$ cat config.mk
export PLATFORM = sky130hd
export DESIGN_NAME = decode_queue_flat
export DESIGN_NICKNAME = d
export VERILOG_FILES = /design/src/rtl/decode_queue_if.sv /design/src/rtl/decode_queue.sv /design/src/flat_wrapper.sv
export SDC_FILE = /design/constraint.sdc
export NUM_CORES = 1
export LEC_CHECK = 0
export ABC_AREA = 1
export BUFFER_PORTS_ARGS = -buffer_cell sky130_fd_sc_hd__buf_2
export CAP_MARGIN = 25
export CORE_UTILIZATION = 55
export CTS_BUF_LIST = sky130_fd_sc_hd__clkbuf_8
export CTS_CLUSTER_DIAMETER = 100
export CTS_CLUSTER_SIZE = 30
export DETAILED_ROUTE_END_ITERATION = 8
export HOLD_SLACK_MARGIN = 0.05
export PLACE_DENSITY = 0.83
export SYNTH_ARGS = -nofsm -noshare
export SYNTH_HDL_FRONTEND = slang
export SYNTH_SLANG_ARGS = --single-unit
$ cat constraint.sdc
create_clock -name clk -period 4.8 [get_ports clk]
set_input_delay 0.96 -clock clk [delete_from_list [all_inputs] [get_ports clk]]
set_output_delay 0.96 -clock clk [all_outputs]
set_load 0.01 [all_outputs]
$ cat src/rtl/decode_queue_if.sv
// Handshake bundle between fetch, the decode queue and issue.
// slave is the decode queue's view; master is the fetch/issue side.
interface decode_queue_if #(
  parameter int XLEN  = 32,
  parameter int REG_W = 5
);
  logic             in_valid;
  logic             in_ready;
  logic [31:0]      in_inst;
  logic [XLEN-1:0]  in_pc;
  logic             flush;
  logic             redirect;
  logic             out_valid;
  logic             out_ready;
  logic [XLEN-1:0]  out_pc;
  logic [2:0]       out_ex_unit;
  logic [3:0]       out_op;
  logic [2:0]       out_funct3;
  logic [REG_W-1:0] out_rs1;
  logic [REG_W-1:0] out_rs2;
  logic             out_rs1_en;
  logic             out_rs2_en;
  logic [REG_W-1:0] out_rd;
  logic             out_rd_en;
  logic [XLEN-1:0]  out_imm;
  logic             out_imm_en;
  logic             out_pc_en;
  logic             out_link;
  logic             out_load;
  logic             out_store;
  logic             out_illegal;

  modport slave (
    input  in_valid, in_inst, in_pc, flush, redirect, out_ready,
    output in_ready, out_valid, out_pc, out_ex_unit, out_op, out_funct3,
           out_rs1, out_rs2, out_rs1_en, out_rs2_en, out_rd, out_rd_en,
           out_imm, out_imm_en, out_pc_en, out_link, out_load, out_store,
           out_illegal
  );

  modport master (
    output in_valid, in_inst, in_pc, flush, redirect, out_ready,
    input  in_ready, out_valid, out_pc, out_ex_unit, out_op, out_funct3,
           out_rs1, out_rs2, out_rs1_en, out_rs2_en, out_rd, out_rd_en,
           out_imm, out_imm_en, out_pc_en, out_link, out_load, out_store,
           out_illegal
  );
endinterface

$ cat src/rtl/decode_queue.sv
// RV32I decode stage: circular instruction queue feeding a registered decode slot,
// with flush/redirect and a fetch block that holds after every jump until redirect.
module decode_queue #(
  parameter int XLEN  = 32,
  parameter int DEPTH = 4,
  parameter int REG_W = 5
) (
  input  logic          clk,
  input  logic          rst,
  decode_queue_if.slave bus
);
  localparam int AW = $clog2(DEPTH);
  localparam logic [AW:0] FULL_CNT = (AW+1)'(DEPTH);

  localparam logic [2:0] EX_ERR = 3'd0, EX_ALU = 3'd1, EX_FWD = 3'd2,
                         EX_MEM = 3'd3, EX_BRU = 3'd4;
  localparam logic [3:0] OP_NOP = 4'd0, OP_ADD = 4'd1, OP_SUB = 4'd2,
                         OP_SLL = 4'd3, OP_SLT = 4'd4, OP_SLTU = 4'd5,
                         OP_XOR = 4'd6, OP_SRL = 4'd7, OP_SRA = 4'd8,
                         OP_OR = 4'd9, OP_AND = 4'd10;

  typedef struct packed {
    logic [2:0]       ex_unit;
    logic [3:0]       op;
    logic [2:0]       funct3;
    logic [REG_W-1:0] rs1;
    logic [REG_W-1:0] rs2;
    logic             rs1_en;
    logic             rs2_en;
    logic [REG_W-1:0] rd;
    logic             rd_en;
    logic [XLEN-1:0]  imm;
    logic             imm_en;
    logic             pc_en;
    logic             link;
    logic             load;
    logic             store;
    logic             illegal;
  } dec_t;

  function automatic logic [3:0] base_op(input logic [2:0] f3);
    case (f3)
      3'b000:  base_op = OP_ADD;
      3'b001:  base_op = OP_SLL;
      3'b010:  base_op = OP_SLT;
      3'b011:  base_op = OP_SLTU;
      3'b100:  base_op = OP_XOR;
      3'b101:  base_op = OP_SRL;
      3'b110:  base_op = OP_OR;
      default: base_op = OP_AND;
    endcase
  endfunction

  function automatic dec_t decode(input logic [31:0] inst);
    dec_t            d;
    logic            bad;
    logic [2:0]      f3;
    logic [6:0]      f7;
    logic [XLEN-1:0] imm_i, imm_s, imm_b, imm_u, imm_j, shamt;
    d     = '0;
    bad   = 1'b0;
    f3    = inst[14:12];
    f7    = inst[31:25];
    imm_i = XLEN'($signed(inst[31:20]));
    imm_s = XLEN'($signed({inst[31:25], inst[11:7]}));
    imm_b = XLEN'($signed({inst[31], inst[7], inst[30:25], inst[11:8], 1'b0}));
    imm_u = XLEN'($signed({inst[31:12], 12'b0}));
    imm_j = XLEN'($signed({inst[31], inst[19:12], inst[20], inst[30:21], 1'b0}));
    shamt = XLEN'(inst[24:20]);
    case (inst[6:0])
      7'b0110011: begin
        d.ex_unit = EX_ALU;
        d.op = base_op(f3);
        {d.rs1_en, d.rs2_en, d.rd_en} = 3'b111;
        // funct7=0100000 is only meaningful for SUB and SRA
        if (f7 == 7'h20 && f3 == 3'b000)      d.op = OP_SUB;
        else if (f7 == 7'h20 && f3 == 3'b101) d.op = OP_SRA;
        else if (f7 != 7'h00)                 bad = 1'b1;
      end
      7'b0010011: begin
        d.ex_unit = EX_ALU;
        d.op = base_op(f3);
        {d.rs1_en, d.rd_en, d.imm_en} = 3'b111;
        d.imm = imm_i;
        if (f3 == 3'b001) begin
          d.imm = shamt;
          bad = (f7 != 7'h00);
        end else if (f3 == 3'b101) begin
          d.imm = shamt;
          if (f7 == 7'h20)      d.op = OP_SRA;
          else if (f7 != 7'h00) bad = 1'b1;
        end
      end
      7'b0110111: begin
        d.ex_unit = EX_FWD;
        {d.rd_en, d.imm_en} = 2'b11;
        d.imm = imm_u;
      end
      7'b0010111: begin
        d.ex_unit = EX_ALU;
        d.op = OP_ADD;
        {d.rd_en, d.imm_en, d.pc_en} = 3'b111;
        d.imm = imm_u;
      end
      7'b1101111: begin
        d.ex_unit = EX_ALU;
        d.op = OP_ADD;
        {d.rd_en, d.imm_en, d.pc_en, d.link} = 4'b1111;
        d.imm = imm_j;
      end
      7'b1100111: begin
        d.ex_unit = EX_ALU;
        d.op = OP_ADD;
        {d.rs1_en, d.rd_en, d.link} = 3'b111;
        d.imm = imm_i;
        bad = (f3 != 3'b000);
      end
      7'b1100011: begin
        d.ex_unit = EX_BRU;
        d.funct3 = f3;
        {d.rs1_en, d.rs2_en, d.pc_en} = 3'b111;
        d.imm = imm_b;
        bad = (f3 == 3'b010) || (f3 == 3'b011);
      end
      7'b0000011: begin
        d.ex_unit = EX_MEM;
        d.funct3 = f3;
        {d.rs1_en, d.rd_en, d.load} = 3'b111;
        d.imm = imm_i;
        bad = (f3 == 3'b011) || (f3 == 3'b110) || (f3 == 3'b111);
      end
      7'b0100011: begin
        d.ex_unit = EX_MEM;
        d.funct3 = f3;
        {d.rs1_en, d.rs2_en, d.store} = 3'b111;
        d.imm = imm_s;
        bad = (f3 > 3'b010);
      end
      default: bad = 1'b1;
    endcase
    if (d.rs1_en) d.rs1 = REG_W'(inst[19:15]);
    if (d.rs2_en) d.rs2 = REG_W'(inst[24:20]);
    if (d.rd_en)  d.rd  = REG_W'(inst[11:7]);
    if (d.rd == '0) d.rd_en = 1'b0;
    if (bad) begin
      d = '0;
      d.illegal = 1'b1;
    end
    return d;
  endfunction

  logic [31:0]     q_inst_p0 [DEPTH];
  logic [XLEN-1:0] q_pc_p0   [DEPTH];
  logic [AW-1:0]   wr_ptr, rd_ptr;
  logic [AW:0]     count;
  logic            jump_block, rst_done;
  dec_t            slot_p1;
  logic [XLEN-1:0] pc_p1;
  logic            vld_p1;
  dec_t            head_dec;
  logic            empty, full, kill, push, pop;

  always_comb begin
    head_dec     = decode(q_inst_p0[rd_ptr]);
    empty        = (count == '0);
    full         = (count == FULL_CNT);
    kill         = bus.flush || bus.redirect;
    bus.in_ready = rst_done && !full && !jump_block;
    push         = bus.in_valid && bus.in_ready;
    pop          = !empty && (!vld_p1 || bus.out_ready);
  end

  // stage p0: queue storage
  always_ff @(posedge clk) begin
    if (push && !kill) begin
      q_inst_p0[wr_ptr] <= bus.in_inst;
      q_pc_p0[wr_ptr]   <= bus.in_pc;
    end
  end

  // stage p1: pointers, jump block and the registered decode slot
  always_ff @(posedge clk or posedge rst) begin
    if (rst) begin
      rst_done   <= 1'b0;
      wr_ptr     <= '0;
      rd_ptr     <= '0;
      count      <= '0;
      jump_block <= 1'b0;
      vld_p1     <= 1'b0;
      slot_p1    <= '0;
      pc_p1      <= '0;
    end else begin
      rst_done <= 1'b1;
      if (kill) begin
        wr_ptr     <= '0;
        rd_ptr     <= '0;
        count      <= '0;
        jump_block <= 1'b0;
        vld_p1     <= 1'b0;
      end else begin
        if (push) wr_ptr <= wr_ptr + 1'b1;
        if (pop)  rd_ptr <= rd_ptr + 1'b1;
        count <= count + {{AW{1'b0}}, push} - {{AW{1'b0}}, pop};
        if (pop) begin
          vld_p1  <= 1'b1;
          slot_p1 <= head_dec;
          pc_p1   <= q_pc_p0[rd_ptr];
          if (head_dec.link) jump_block <= 1'b1;
        end else if (bus.out_ready) begin
          vld_p1 <= 1'b0;
        end
      end
    end
  end

  always_comb begin
    bus.out_valid   = vld_p1;
    bus.out_pc      = pc_p1;
    bus.out_ex_unit = slot_p1.ex_unit;
    bus.out_op      = slot_p1.op;
    bus.out_funct3  = slot_p1.funct3;
    bus.out_rs1     = slot_p1.rs1;
    bus.out_rs2     = slot_p1.rs2;
    bus.out_rs1_en  = slot_p1.rs1_en;
    bus.out_rs2_en  = slot_p1.rs2_en;
    bus.out_rd      = slot_p1.rd;
    bus.out_rd_en   = slot_p1.rd_en;
    bus.out_imm     = slot_p1.imm;
    bus.out_imm_en  = slot_p1.imm_en;
    bus.out_pc_en   = slot_p1.pc_en;
    bus.out_link    = slot_p1.link;
    bus.out_load    = slot_p1.load;
    bus.out_store   = slot_p1.store;
    bus.out_illegal = slot_p1.illegal;
  end
endmodule

$ cat src/flat_wrapper.sv
// flat-port wrapper written by rule: the top's interface ports become plain ports
module decode_queue_flat 
#(
  parameter int XLEN  = 32,
  parameter int DEPTH = 4,
  parameter int REG_W = 5
)
  (clk, rst, bus_in_valid, bus_in_inst, bus_in_pc, bus_flush, bus_redirect, bus_out_ready, bus_in_ready, bus_out_valid, bus_out_pc, bus_out_ex_unit, bus_out_op, bus_out_funct3, bus_out_rs1, bus_out_rs2, bus_out_rs1_en, bus_out_rs2_en, bus_out_rd, bus_out_rd_en, bus_out_imm, bus_out_imm_en, bus_out_pc_en, bus_out_link, bus_out_load, bus_out_store, bus_out_illegal);
  decode_queue_if #(.XLEN(XLEN), .REG_W(REG_W)) bus_i ();
  input  logic clk;
  input  logic rst;
  input wire logic [$bits(bus_i.in_valid)-1:0] bus_in_valid;
  input wire logic [$bits(bus_i.in_inst)-1:0] bus_in_inst;
  input wire logic [$bits(bus_i.in_pc)-1:0] bus_in_pc;
  input wire logic [$bits(bus_i.flush)-1:0] bus_flush;
  input wire logic [$bits(bus_i.redirect)-1:0] bus_redirect;
  input wire logic [$bits(bus_i.out_ready)-1:0] bus_out_ready;
  output wire logic [$bits(bus_i.in_ready)-1:0] bus_in_ready;
  output wire logic [$bits(bus_i.out_valid)-1:0] bus_out_valid;
  output wire logic [$bits(bus_i.out_pc)-1:0] bus_out_pc;
  output wire logic [$bits(bus_i.out_ex_unit)-1:0] bus_out_ex_unit;
  output wire logic [$bits(bus_i.out_op)-1:0] bus_out_op;
  output wire logic [$bits(bus_i.out_funct3)-1:0] bus_out_funct3;
  output wire logic [$bits(bus_i.out_rs1)-1:0] bus_out_rs1;
  output wire logic [$bits(bus_i.out_rs2)-1:0] bus_out_rs2;
  output wire logic [$bits(bus_i.out_rs1_en)-1:0] bus_out_rs1_en;
  output wire logic [$bits(bus_i.out_rs2_en)-1:0] bus_out_rs2_en;
  output wire logic [$bits(bus_i.out_rd)-1:0] bus_out_rd;
  output wire logic [$bits(bus_i.out_rd_en)-1:0] bus_out_rd_en;
  output wire logic [$bits(bus_i.out_imm)-1:0] bus_out_imm;
  output wire logic [$bits(bus_i.out_imm_en)-1:0] bus_out_imm_en;
  output wire logic [$bits(bus_i.out_pc_en)-1:0] bus_out_pc_en;
  output wire logic [$bits(bus_i.out_link)-1:0] bus_out_link;
  output wire logic [$bits(bus_i.out_load)-1:0] bus_out_load;
  output wire logic [$bits(bus_i.out_store)-1:0] bus_out_store;
  output wire logic [$bits(bus_i.out_illegal)-1:0] bus_out_illegal;
  assign bus_i.in_valid = bus_in_valid;
  assign bus_i.in_inst = bus_in_inst;
  assign bus_i.in_pc = bus_in_pc;
  assign bus_i.flush = bus_flush;
  assign bus_i.redirect = bus_redirect;
  assign bus_i.out_ready = bus_out_ready;
  assign bus_in_ready = bus_i.in_ready;
  assign bus_out_valid = bus_i.out_valid;
  assign bus_out_pc = bus_i.out_pc;
  assign bus_out_ex_unit = bus_i.out_ex_unit;
  assign bus_out_op = bus_i.out_op;
  assign bus_out_funct3 = bus_i.out_funct3;
  assign bus_out_rs1 = bus_i.out_rs1;
  assign bus_out_rs2 = bus_i.out_rs2;
  assign bus_out_rs1_en = bus_i.out_rs1_en;
  assign bus_out_rs2_en = bus_i.out_rs2_en;
  assign bus_out_rd = bus_i.out_rd;
  assign bus_out_rd_en = bus_i.out_rd_en;
  assign bus_out_imm = bus_i.out_imm;
  assign bus_out_imm_en = bus_i.out_imm_en;
  assign bus_out_pc_en = bus_i.out_pc_en;
  assign bus_out_link = bus_i.out_link;
  assign bus_out_load = bus_i.out_load;
  assign bus_out_store = bus_i.out_store;
  assign bus_out_illegal = bus_i.out_illegal;
  decode_queue #(.XLEN(XLEN), .DEPTH(DEPTH), .REG_W(REG_W)) u_core (.clk(clk), .rst(rst), .bus(bus_i));
endmodule
==> summary.md, run 1 <==
| Metric | Value |
|---|---|
| Fill count | between 2000 and 2500 |
| Final instance area | 16500 µm² |
| CTS H-tree depth | 1 |
| Die W | between 150 and 200 µm |
| Crit path max fanout | 52 |
| Number of global-route vias before repair | 10212 |
| Top cell by count, worst path | nand2_1 |
| Net Count, Synth | between 1000 and 1500 |
| Synth Register Bits | 364 |
| Critical path endpoint category | flop |
| Worst Skew | 0.0254 ns |
| Die area | 28000 µm² |
| Slew @ Worst Pin | 0.977 ns |
| Main synth FF type | edfxtp_1 |
| Worst Hold Slack | around 0.34 ns |
| Fraction of layout cells with a size suffix above 1 | 0.161 |
| Antenna violations before repair | 4 |
| Final Max Tran Viols | 0 |
| Area growth syn-to-layout | 9.31% |
| Longest Clk Path Bufs | 3 |
| FMAX | 263 MHz |
| Global-route wire length before repair | 53.5 mm |
| Crit path cell chain | clkinv_2, nand2_1, nand3_1, nand2_1, nand2_1, nor2_4, nand2_2, nand2_2, nor2_1, nand2_2, nand2_1, nor2_4, buf_4, nand3_1, nand2_1 |
| Finished Core Util | 0.613 |
| Clock slew at reported path FFs | 0.17 ns |
| Clk_lat worst skew | 0.58 ns |
| Startpoint Class | flop |
| Synth area leaders | edfxtp_1, dfrtp_1, nand2_1 |
| CTS resizes | 0 |
| Avg Inst Size Synth | around 11 µm² |
| R2R setup slack | ~1.0 ns |
| Drt drc | 0 |
| Net count, final | 1608 |
| Core Rows | 60 |
| Via count | 10532 |
| Post-synth top area share | 0.510 |
| Syn Inst Count | ~1400 |
| Leading area contributor after synthesis | edfxtp_1 |
| Post-synth EDFFs | 256 |
| Hold WC Path Type | in2async |
| Number of port buffers | 169 |
| Most common cell in the netlist | nand2_1 |
| Ports | 170 |
| Slew Limit Headroom | 0.349 |
| Crit path largest cell delay | 0.73 ns |
| Via density | about 5.6 |
| Total GRT Usage | 0.242 |
| Yosys warns | 0 |
| Crit Path Class | reg2reg |
| Pwr/cell area | 395 nW/µm² |
| # clock sinks | 364 |
| RSZ-0062 raised after global routing | false |
| Final-report hold violation count | 0 |
| Min Tclk post-route | 3.80 ns |
| Critical path required time | 5.31 ns |
| Crit path buffers/inverters | 2 |
| RD Place Congestion | 0.953 |
| Slowest cell on crit path | dfrtp_4 |
| Synthesized cell area | approximately 15000 µm² |
| CTS tree | done |
| Top cells by count, synth | nand2_1, edfxtp_1, nor2_1 |
| Setup bufs post-CTS | 0 |
| GR Overflow Total | 0 |
| Count of cell types in the netlist | 36 |
| Total of max-cap violations | 0 |
| Crit share post-route | 0.792 |
| Largest net degree at the start of global routing | 87 |
| CTS Root Cell | clkbuf_8 |
| Hold-fix buffers at CTS | 0 |
| CP top delay family | simple AND/OR/NAND/NOR gates |
| Die Span Y | 167 µm |
| Total power | between 6000 and 7000 µW |
| Asr flop ratio synth | 0.297 |
| Initial core utilization | 0.560 |
| Detailed Route Iter0 Violations | between 1000 and 1500 |
| VDD IR max | 0.352 mV |
| CTS Buf Count | 16 |
| Post-synthesis sequential area ratio | 0.690 |
| DP HPWL | 21.8 mm |
| Count of final setup violators | 0 |
| Worst Path Arrival | 4.32 ns |
| Core area | 26900 µm² |
| Area of the multi-input gates | between 4000 and 5000 µm² |
| Leak | about 0.0072 µW |
| Status | finished clean |
| Register area | around 10000 µm² |
| Drt first pass iters | 6 |
| DRT antenna net count | 0 |
| Routed WL per cell | between 15 and 20 µm |
| Placed Instance Area | 16200 µm² |
| Setup TNS Final | 0 ns |
| Total Routed Length | 33.3 mm |
==> power by group <==
group | switching (µW) | leakage [µW] | internal, µW | total, µW
sequential | 124 | 0.00376 | 3540 | 3670
clock | 891 | 0.000180 | 337 | 1230
combinational | 1130 | 0.00324 | 473 | 1610
==> layout make-up <==
cell class              count  area share
flip-flops and latches    364       0.631
multi-input cells         903       0.252
repair buffers            183      0.0585
well taps                 341      0.0259
inverters                  59      0.0138
clock buffers              16      0.0134
clock inverters            12     0.00441
diodes                      4    0.000608
==> final timing paths <==
check	startpoint	endpoint	cells past startpoint
worst min register to register	u_core.bus.out_pc[22]$_DFFE_PP0P_	u_core.bus.out_pc[22]$_DFFE_PP0P_	2
worst min-delay path	rst	u_core.bus.out_imm[17]$_DFFE_PP0P_	2
worst max register to register	u_core.rd_ptr[0]$_DFFE_PP0P_	u_core.bus.out_link$_DFFE_PP0P_	15
min in group clk	u_core.bus.out_pc[22]$_DFFE_PP0P_	u_core.bus.out_pc[22]$_DFFE_PP0P_	2
max in group asynchronous	rst	u_core.rd_ptr[0]$_DFFE_PP0P_	3
worst max-delay path	u_core.rd_ptr[0]$_DFFE_PP0P_	u_core.bus.out_link$_DFFE_PP0P_	15
==> logic make-up (layout without fill, tap and decap cells) <==
group           after synthesis  after routing  synth area share
simple gates                714            714             0.198
other cells                   1              5          0.000249
fa+ha+maj                    11             11           0.00964
xor+xnor                      2              2           0.00116
mux                           1              1          0.000665
buf+inv                     130            270            0.0371
flops                       364            364             0.690
compound gates              174            174            0.0635
==> cells in the final DEF, fill, tap and decap left out, types with 20 or more instances in the layout <==
master    synthesis  layout
nand2_1         444     444
o21ai_0          96      96
o22ai_1          37      37
dfrtp_1         108     106
buf_2            12     169
inv_1            53      59
a21oi_1          20      20
edfxtp_1        256     256
nor2_1          119     114
nand3_1         111     111
==> stage by stage <==
stage                     std cells  setup WS [ns]
after floorplan                1397         0.0615
after global placement         1850           1.22
after detailed placement       1850           1.09
after CTS                      1878           1.02
after global routing           1878          0.541
final                          1882          0.998
==> registers in the layout (all words and copies together) (netlist names), 2 cells and up <==
name and count:
u_core.q_inst_p0 128, u_core.q_pc_p0 128, u_core.bus.out_imm 32, u_core.bus.out_pc 32, u_core.bus.out_rd 5, u_core.bus.out_rs1 5
u_core.bus.out_rs2 5, u_core.bus.out_op 4, u_core.bus.out_ex_unit 3, u_core.bus.out_funct3 3, u_core.count 3, u_core.rd_ptr 2
u_core.wr_ptr 2
==> metal layers <==
metal	wire length, µm	part of all wire	vias up	global-route usage
met4	585	0.018	4	0.0586
met3	2270	0.068	47	0.0399
met2	16400	0.49	402	0.410
met5	22	0.00066	-	0
li1	-	-	4988	-
met1	14100	0.42	5091	0.328
Note: power is estimated with default switching activity, not from simulation.
==> inputs of run 2 (changes only) <==
- clock period: 4.8 -> 3.9 ns (I/O delays scaled with it)
==> summary.md, run 2 (synthesis results as in run 1) <==
| Metric | Value |
|---|---|
| Global-route wire length before repair | 54.1 mm (was 53.5 mm) |
| Commonest non-fill, non-tap cell in the layout | nand2_1 (unchanged) |
| Net count, final | 1615 (was 1608) |
| Total GRT Usage | 0.247 (was 0.242) |
| Critical path endpoint category | flop (unchanged) |
| FMAX | 316 MHz (was 263 MHz) |
| Area growth syn-to-layout | 9.82% (was 9.31%) |
| Antenna violations before repair | 9 (was 4) |
| Status | finished clean (unchanged) |
| Routed WL per cell | 18.2 µm (was 17.7 µm) |
| Register area | 10400 µm² (unchanged) |
| Internal power | 5390 µW (was 4350 µW) |
| Crit share post-route | 0.813 (was 0.792) |
| Core area | 26900 µm² (unchanged) |
| Power share of the combinational group | 0.254 (was 0.247) |
| Pwr/cell area | 488 nW/µm² (was 395 nW/µm²) |
| Ports | 170 (unchanged) |
| Count of final setup violators | 0 (unchanged) |
| Regs by FF count | u_core.q_inst_p0: 128 flops, u_core.q_pc_p0: 128 flops (unchanged) |
| GR Overflow Total | 0 (unchanged) |
| DRT antenna net count | 0 (unchanged) |
| Setup crit start | u_core.rd_ptr[0]$_DFFE_PP0P_ (unchanged) |
| Clock slew at reported path FFs | 0.18 ns (was 0.17 ns) |
| Hold-fix buffers at CTS | 0 (unchanged) |
| R2R depth | 15 (unchanged) |
| Crit path max fanout | 51 (was 52) |
| Total of max-cap violations | 0 (unchanged) |
| Reg2reg start | u_core.rd_ptr[0]$_DFFE_PP0P_ (unchanged) |
| Longest Clk Path Bufs | 3 (unchanged) |
| Final Max Tran Viols | 0 (unchanged) |
| Total Routed Length | 34.4 mm (was 33.3 mm) |
| Slew Limit Headroom | 0.436 (was 0.349) |
| Fill count | 2146 (was 2137) |
| Hold WC Path Type | in2async (unchanged) |
| Setup TNS Final | 0 ns (unchanged) |
| Die Span Y | 167 µm (unchanged) |
| VDD IR max | 0.441 mV (was 0.352 mV) |
| Switching share of power | 0.333 (was 0.331) |
| Die area | 28000 µm² (unchanged) |
| Fraction of layout cells with a size suffix above 1 | 0.165 (was 0.161) |
| RSZ-0062 raised after global routing | false (unchanged) |
| Drt first pass iters | 5 (was 6) |
| DP HPWL | 22.4 mm (was 21.8 mm) |
| Via density | 5.62 (was 5.60) |
| Worst Path Arrival | 3.71 ns (was 4.32 ns) |
| Switch Pwr | 2690 µW (was 2150 µW) |
| Flop pwr share | 0.554 (was 0.564) |
| Min Tclk post-route | 3.17 ns (was 3.80 ns) |
| Placed Instance Area | 16200 µm² (about the same) |
| Via count | 10642 (was 10532) |
| Worst Skew | 0.0299 ns (was 0.0254 ns) |
| Area of the multi-input gates | 4150 µm² (unchanged) |
| Largest net degree at the start of global routing | 72 (was 87) |
| Final-report hold violation count | 0 (unchanged) |
| Core Rows | 60 (unchanged) |
| RD Place Congestion | 0.924 (was 0.953) |
| Clk_lat worst skew | 0.59 ns (was 0.58 ns) |
| Number of port buffers | 169 (unchanged) |
| Final instance area | 16500 µm² (about the same) |
| Drt drc | 0 (unchanged) |
| CTS Root Cell | clkbuf_8 (unchanged) |
| Commonest non-fill, non-tap cells in the layout | nand2_1, edfxtp_1, buf_2 (unchanged) |
| Number of global-route vias before repair | 10189 (was 10212) |
| CTS Buf Count | 16 (unchanged) |
| # clock sinks | 364 (unchanged) |
| Slew @ Worst Pin | 0.846 ns (was 0.977 ns) |
| CTS resizes | 0 (unchanged) |
| CTS H-tree depth | 1 (unchanged) |
| Die W | 167 µm (unchanged) |
| Detailed Route Iter0 Violations | 1083 (was 1213) |
| Setup bufs post-CTS | 0 (unchanged) |
| Share of total power in the clock network | 0.192 (was 0.189) |
| CTS tree | done (unchanged) |
| Startpoint Class | flop (unchanged) |
| Leak | 0.00723 µW (was 0.00718 µW) |
| Crit Path Class | reg2reg (unchanged) |
| Critical path required time | 4.44 ns (was 5.31 ns) |
| Initial core utilization | 0.560 (unchanged) |
==> run 2: power by group through the flow <==
| stage | clock network, µW | registers [µW] | logic (µW) |
|---|---|---|---|
| 2_1_floorplan | 0 | 4620 | 1330 |
| 3_3_place_gp | 0 | 4550 | 1960 |
| 3_5_place_dp | 0 | 4560 | 2040 |
| 4_1_cts | 1570 | 4480 | 2050 |
| 5_1_grt | 1700 | 4500 | 2280 |
| 6_report | 1550 | 4480 | 2050 |
==> run 2: through the flow <==
step / cells / hold WS (ns) / total power (µW) / setup slack, ns / util
5_1_grt: 1890 / 0.312 / 8480 / 0.415 / 0.615
6_report: 1892 / 0.274 / 8080 / 0.731 / 0.615
4_1_cts: 1885 / 0.287 / 8100 / 0.723 / 0.615
2_1_floorplan: 1397 / 0.451 / 5950 / -0.659 / -
3_5_place_dp: 1857 / 0.457 / 6600 / 0.758 / 0.604
3_3_place_gp: 1857 / 0.449 / 6510 / 0.821 / 0.604
==> run 2: final timing paths <==
check                                                        to  slack, ns
min reg2reg                   u_core.bus.out_pc[17]$_DFFE_PP0P_       0.49
max in group asynchronous  u_core.bus.out_funct3[2]$_DFFE_PP0P_       2.87
min                          u_core.bus.out_imm[16]$_DFFE_PP0P_       0.27
min in group clk                u_core.q_pc_p0[2][15]$_DFFE_PP_       0.39
max                           u_core.bus.out_imm[8]$_DFFE_PP0P_       0.73
max reg2reg                   u_core.bus.out_imm[8]$_DFFE_PP0P_       0.73
==> run 2: per-layer routing <==
layer  GRT usage  vias up  share of wire
met4      0.0694        6          0.023
met3      0.0390       58          0.073
li1            -     4989              -
met2       0.412      417           0.49
met5     0.00870        -        0.00081
met1       0.337     5172           0.41
==> run 2: layout make-up <==
class	instances	share of cell area
sequential	364	0.629
multi-input combinational	903	0.251
timing repair buffer	190	0.0622
tap	341	0.0258
clock buffer	17	0.0141
inverter	59	0.0137
clock inverter	11	0.00378
antenna	7	0.00106
==> run 2: worst max-delay path: stages, from the launching register on <==
cell and delay (ns):
dfrtp_4 0.52, clkinv_2 0.34, buf_4 0.51, nand2_1 0.09, nand2_1 0.08, mux2i_1 0.20, nor2_1 0.29, nand3_2 0.17
nand2_1 0.09, inv_1 0.04, nand2_1 0.11, inv_2 0.06, nor2_4 0.12, buf_12 0.23, nand3_1 0.15, nand2_1 0.11
==> inputs of run 3 (changes only) <==
- clock period: 3.9 -> 3.04 ns (I/O delays scaled with it)
==> summary.md, run 3 (synthesis results as in run 1) <==
| Metric | Value |
|---|---|
| Status | finished clean (unchanged) |
| Setup bufs post-CTS | 0 (unchanged) |
| Critical path required time | 3.56 ns (was 4.44 ns) |
| Routed WL per cell | 17.8 µm (was 18.2 µm) |
| Net count, final | 1622 (was 1615) |
| Clk_lat worst skew | 0.59 ns (about the same) |
| Number of port buffers | 169 (unchanged) |
| Total of max-cap violations | 0 (unchanged) |
| Final-report hold violation count | 0 (unchanged) |
| Die Span Y | 167 µm (unchanged) |
| Initial core utilization | 0.560 (unchanged) |
| R2R setup slack | 0.17 ns (was 0.73 ns) |
| FMAX | 348 MHz (was 316 MHz) |
| Drt first pass iters | 5 (unchanged) |
| RD Place Congestion | 0.946 (was 0.924) |
| VDD IR max | 0.474 mV (was 0.441 mV) |
| Slew @ Worst Pin | 0.814 ns (was 0.846 ns) |
| Commonest non-fill, non-tap cell in the layout | nand2_1 (unchanged) |
| Regs by FF count | u_core.q_inst_p0: 128 flops, u_core.q_pc_p0: 128 flops (unchanged) |
| Hold Crit Start | bus_in_pc[16] |
| Count of final setup violators | 0 (unchanged) |
| Number of global-route vias before repair | 10238 (was 10189) |
| Switch Pwr | 3420 µW (was 2690 µW) |
| R2R depth | 15 (unchanged) |
| Hold WC Path Type | in2reg (was in2async) |
| Final Worst Setup Slack | 0.166 ns (was 0.731 ns) |
| Total GRT Usage | 0.239 (was 0.247) |
| Area growth syn-to-layout | 10.5% (was 9.82%) |
| Switching share of power | 0.331 (was 0.333) |
| Post-Layout Cell Count | 1896 (was 1892) |
| Total Routed Length | 33.7 mm (was 34.4 mm) |
| Crit Path Class | reg2reg (unchanged) |
| Detailed Route Iter0 Violations | 1142 (was 1083) |
| Ports | 170 (unchanged) |
| CTS Buf Count | 16 (unchanged) |
| Worst slack, placed | 0.147 ns (was 0.758 ns) |
| CTS H-tree depth | 1 (unchanged) |
| Startpoint Class | flop (unchanged) |
| Power share of the combinational group | 0.257 (was 0.254) |
| Share of total power in the clock network | 0.188 (was 0.192) |
| GR Overflow Total | 0 (unchanged) |
| Slew Limit Headroom | 0.457 (was 0.436) |
| Antenna violations before repair | 6 (was 9) |
| Critical path endpoint category | flop (unchanged) |
| Drt drc | 0 (unchanged) |
| # clock sinks | 364 (unchanged) |
| CTS Root Cell | clkbuf_8 (unchanged) |
| Die area | 28000 µm² (unchanged) |
| Longest Clk Path Bufs | 3 (unchanged) |
| Fraction of layout cells with a size suffix above 1 | 0.168 (was 0.165) |
| Via count | 10619 (was 10642) |
| DRT antenna net count | 0 (unchanged) |
| Reg2reg start | u_core.rd_ptr[0]$_DFFE_PP0P_ (unchanged) |
| Commonest non-fill, non-tap cells in the layout | nand2_1, edfxtp_1, buf_2 (unchanged) |
| Pwr/cell area | 622 nW/µm² (was 488 nW/µm²) |
| Hold path cells | 1 |
| Die W | 167 µm (unchanged) |
| Via density | 5.60 (was 5.62) |
| Global-route wire length before repair | 52.9 mm (was 54.1 mm) |
| Crit path max fanout | 73 (was 51) |
| Crit share post-route | 0.945 (was 0.813) |
| Worst Skew | 0.0399 ns (was 0.0299 ns) |
| CTS tree | done (unchanged) |
| RR Endpoint | u_core.bus.out_store$_DFFE_PP0P_ (was u_core.bus.out_imm[8]$_DFFE_PP0P_) |
| Total power | 10300 µW (was 8080 µW) |
| Worst Path Arrival | 3.39 ns (was 3.71 ns) |
| DP HPWL | 21.9 mm (was 22.4 mm) |
| Final Max Tran Viols | 0 (unchanged) |
| Clock slew at reported path FFs | 0.16 ns (was 0.18 ns) |
| Leak | 0.00727 µW (was 0.00723 µW) |
| Largest net degree at the start of global routing | 74 (was 72) |
| Hold EP | u_core.q_pc_p0[0][16]$_DFFE_PP_ |
| Internal power | 6930 µW (was 5390 µW) |
| Fill count | 2144 (was 2146) |
| Core Rows | 60 (unchanged) |
| Flop pwr share | 0.555 (was 0.554) |
| Cells after DPL | 1863 (was 1857) |
| Core area | 26900 µm² (unchanged) |
| Min Tclk post-route | 2.87 ns (was 3.17 ns) |
[run 3: worst max-delay path by stage]
stage                            startpoint                                 end  slack (ns)  depth (start not counted)
6_report       u_core.rd_ptr[0]$_DFFE_PP0P_    u_core.bus.out_store$_DFFE_PP0P_        0.17                         15
5_1_grt        u_core.rd_ptr[0]$_DFFE_PP0P_  u_core.bus.out_imm[21]$_DFFE_PP0P_      -0.009                         15
4_1_cts        u_core.rd_ptr[0]$_DFFE_PP0P_   u_core.bus.out_imm[9]$_DFFE_PP0P_         0.1                         15
3_5_place_dp   u_core.rd_ptr[0]$_DFFE_PP0P_   u_core.bus.out_imm[9]$_DFFE_PP0P_        0.15                         15
3_3_place_gp   u_core.rd_ptr[0]$_DFFE_PP0P_   u_core.bus.out_rs2[1]$_DFFE_PP0P_        0.25                         15
2_1_floorplan                  bus_redirect    u_core.q_inst_p0[0][0]$_DFFE_PP_       -0.30                          5
[run 3: area by class of cell]
class	instances	area [µm²]	area share
repair buffers	197	1130	0.0678
well taps	341	427	0.0256
multi-input cells	903	4150	0.249
clock inverters	12	77.6	0.00466
diodes	4	10.0	0.000602
clock buffers	16	220	0.0132
flip-flops and latches	364	10400	0.625
inverters	59	231	0.0139
[run 3: timing repair]
item                       4_1_cts  5_1_grt
hold endpoints to repair        16        0
gates resized for setup          0        3
setup endpoints to repair        0       55
hold buffers                     1        0
[run 3: critical path, stage by stage (launching register included)]
cell and delay (ns):
dfrtp_4 0.55, buf_16 0.23, nand2_1 0.13, nand3_1 0.10
nand2_1 0.10, nand2_1 0.09, nor2_4 0.28, nand2_1 0.18
nand2_2 0.19, nor2_1 0.07, nand2_2 0.08, nand2_1 0.09
nor2_4 0.24, buf_12 0.25, nand3_1 0.12, nand2_1 0.10
[run 3: per-layer routing]
| layer | track usage | vias up | part of all wire |
|---|---|---|---|
| met1 | 0.314 | 5146 | 0.41 |
| met3 | 0.0407 | 53 | 0.068 |
| li1 | - | 5005 | - |
| met4 | 0.0714 | 4 | 0.020 |
| met5 | 0 | - | 0.00065 |
| met2 | 0.410 | 411 | 0.50 |
[run 3: power groups by stage]
stage / logic (µW) / clock network, µW / registers [µW]
floorplan: 1700 / 0 / 5930
global placement: 2540 / 0 / 5840
detailed placement: 2640 / 0 / 5840
CTS: 2640 / 1990 / 5740
global route: 2950 / 2120 / 5770
finish: 2660 / 1950 / 5750
[run 3: metrics by stage]
| step | instance area [µm²] | hold WS (ns) | TNS, ns | util |
|---|---|---|---|---|
| 3_3_place_gp | 16300 | 0.450 | 0 | 0.607 |
| 6_report | 16600 | 0.223 | 0 | 0.619 |
| 3_5_place_dp | 16300 | 0.458 | 0 | 0.607 |
| 5_1_grt | 16600 | 0.196 | -0.0384 | 0.619 |
| 2_1_floorplan | 15100 | 0.451 | -77.29 | - |
| 4_1_cts | 16600 | 0.199 | 0 | 0.618 |
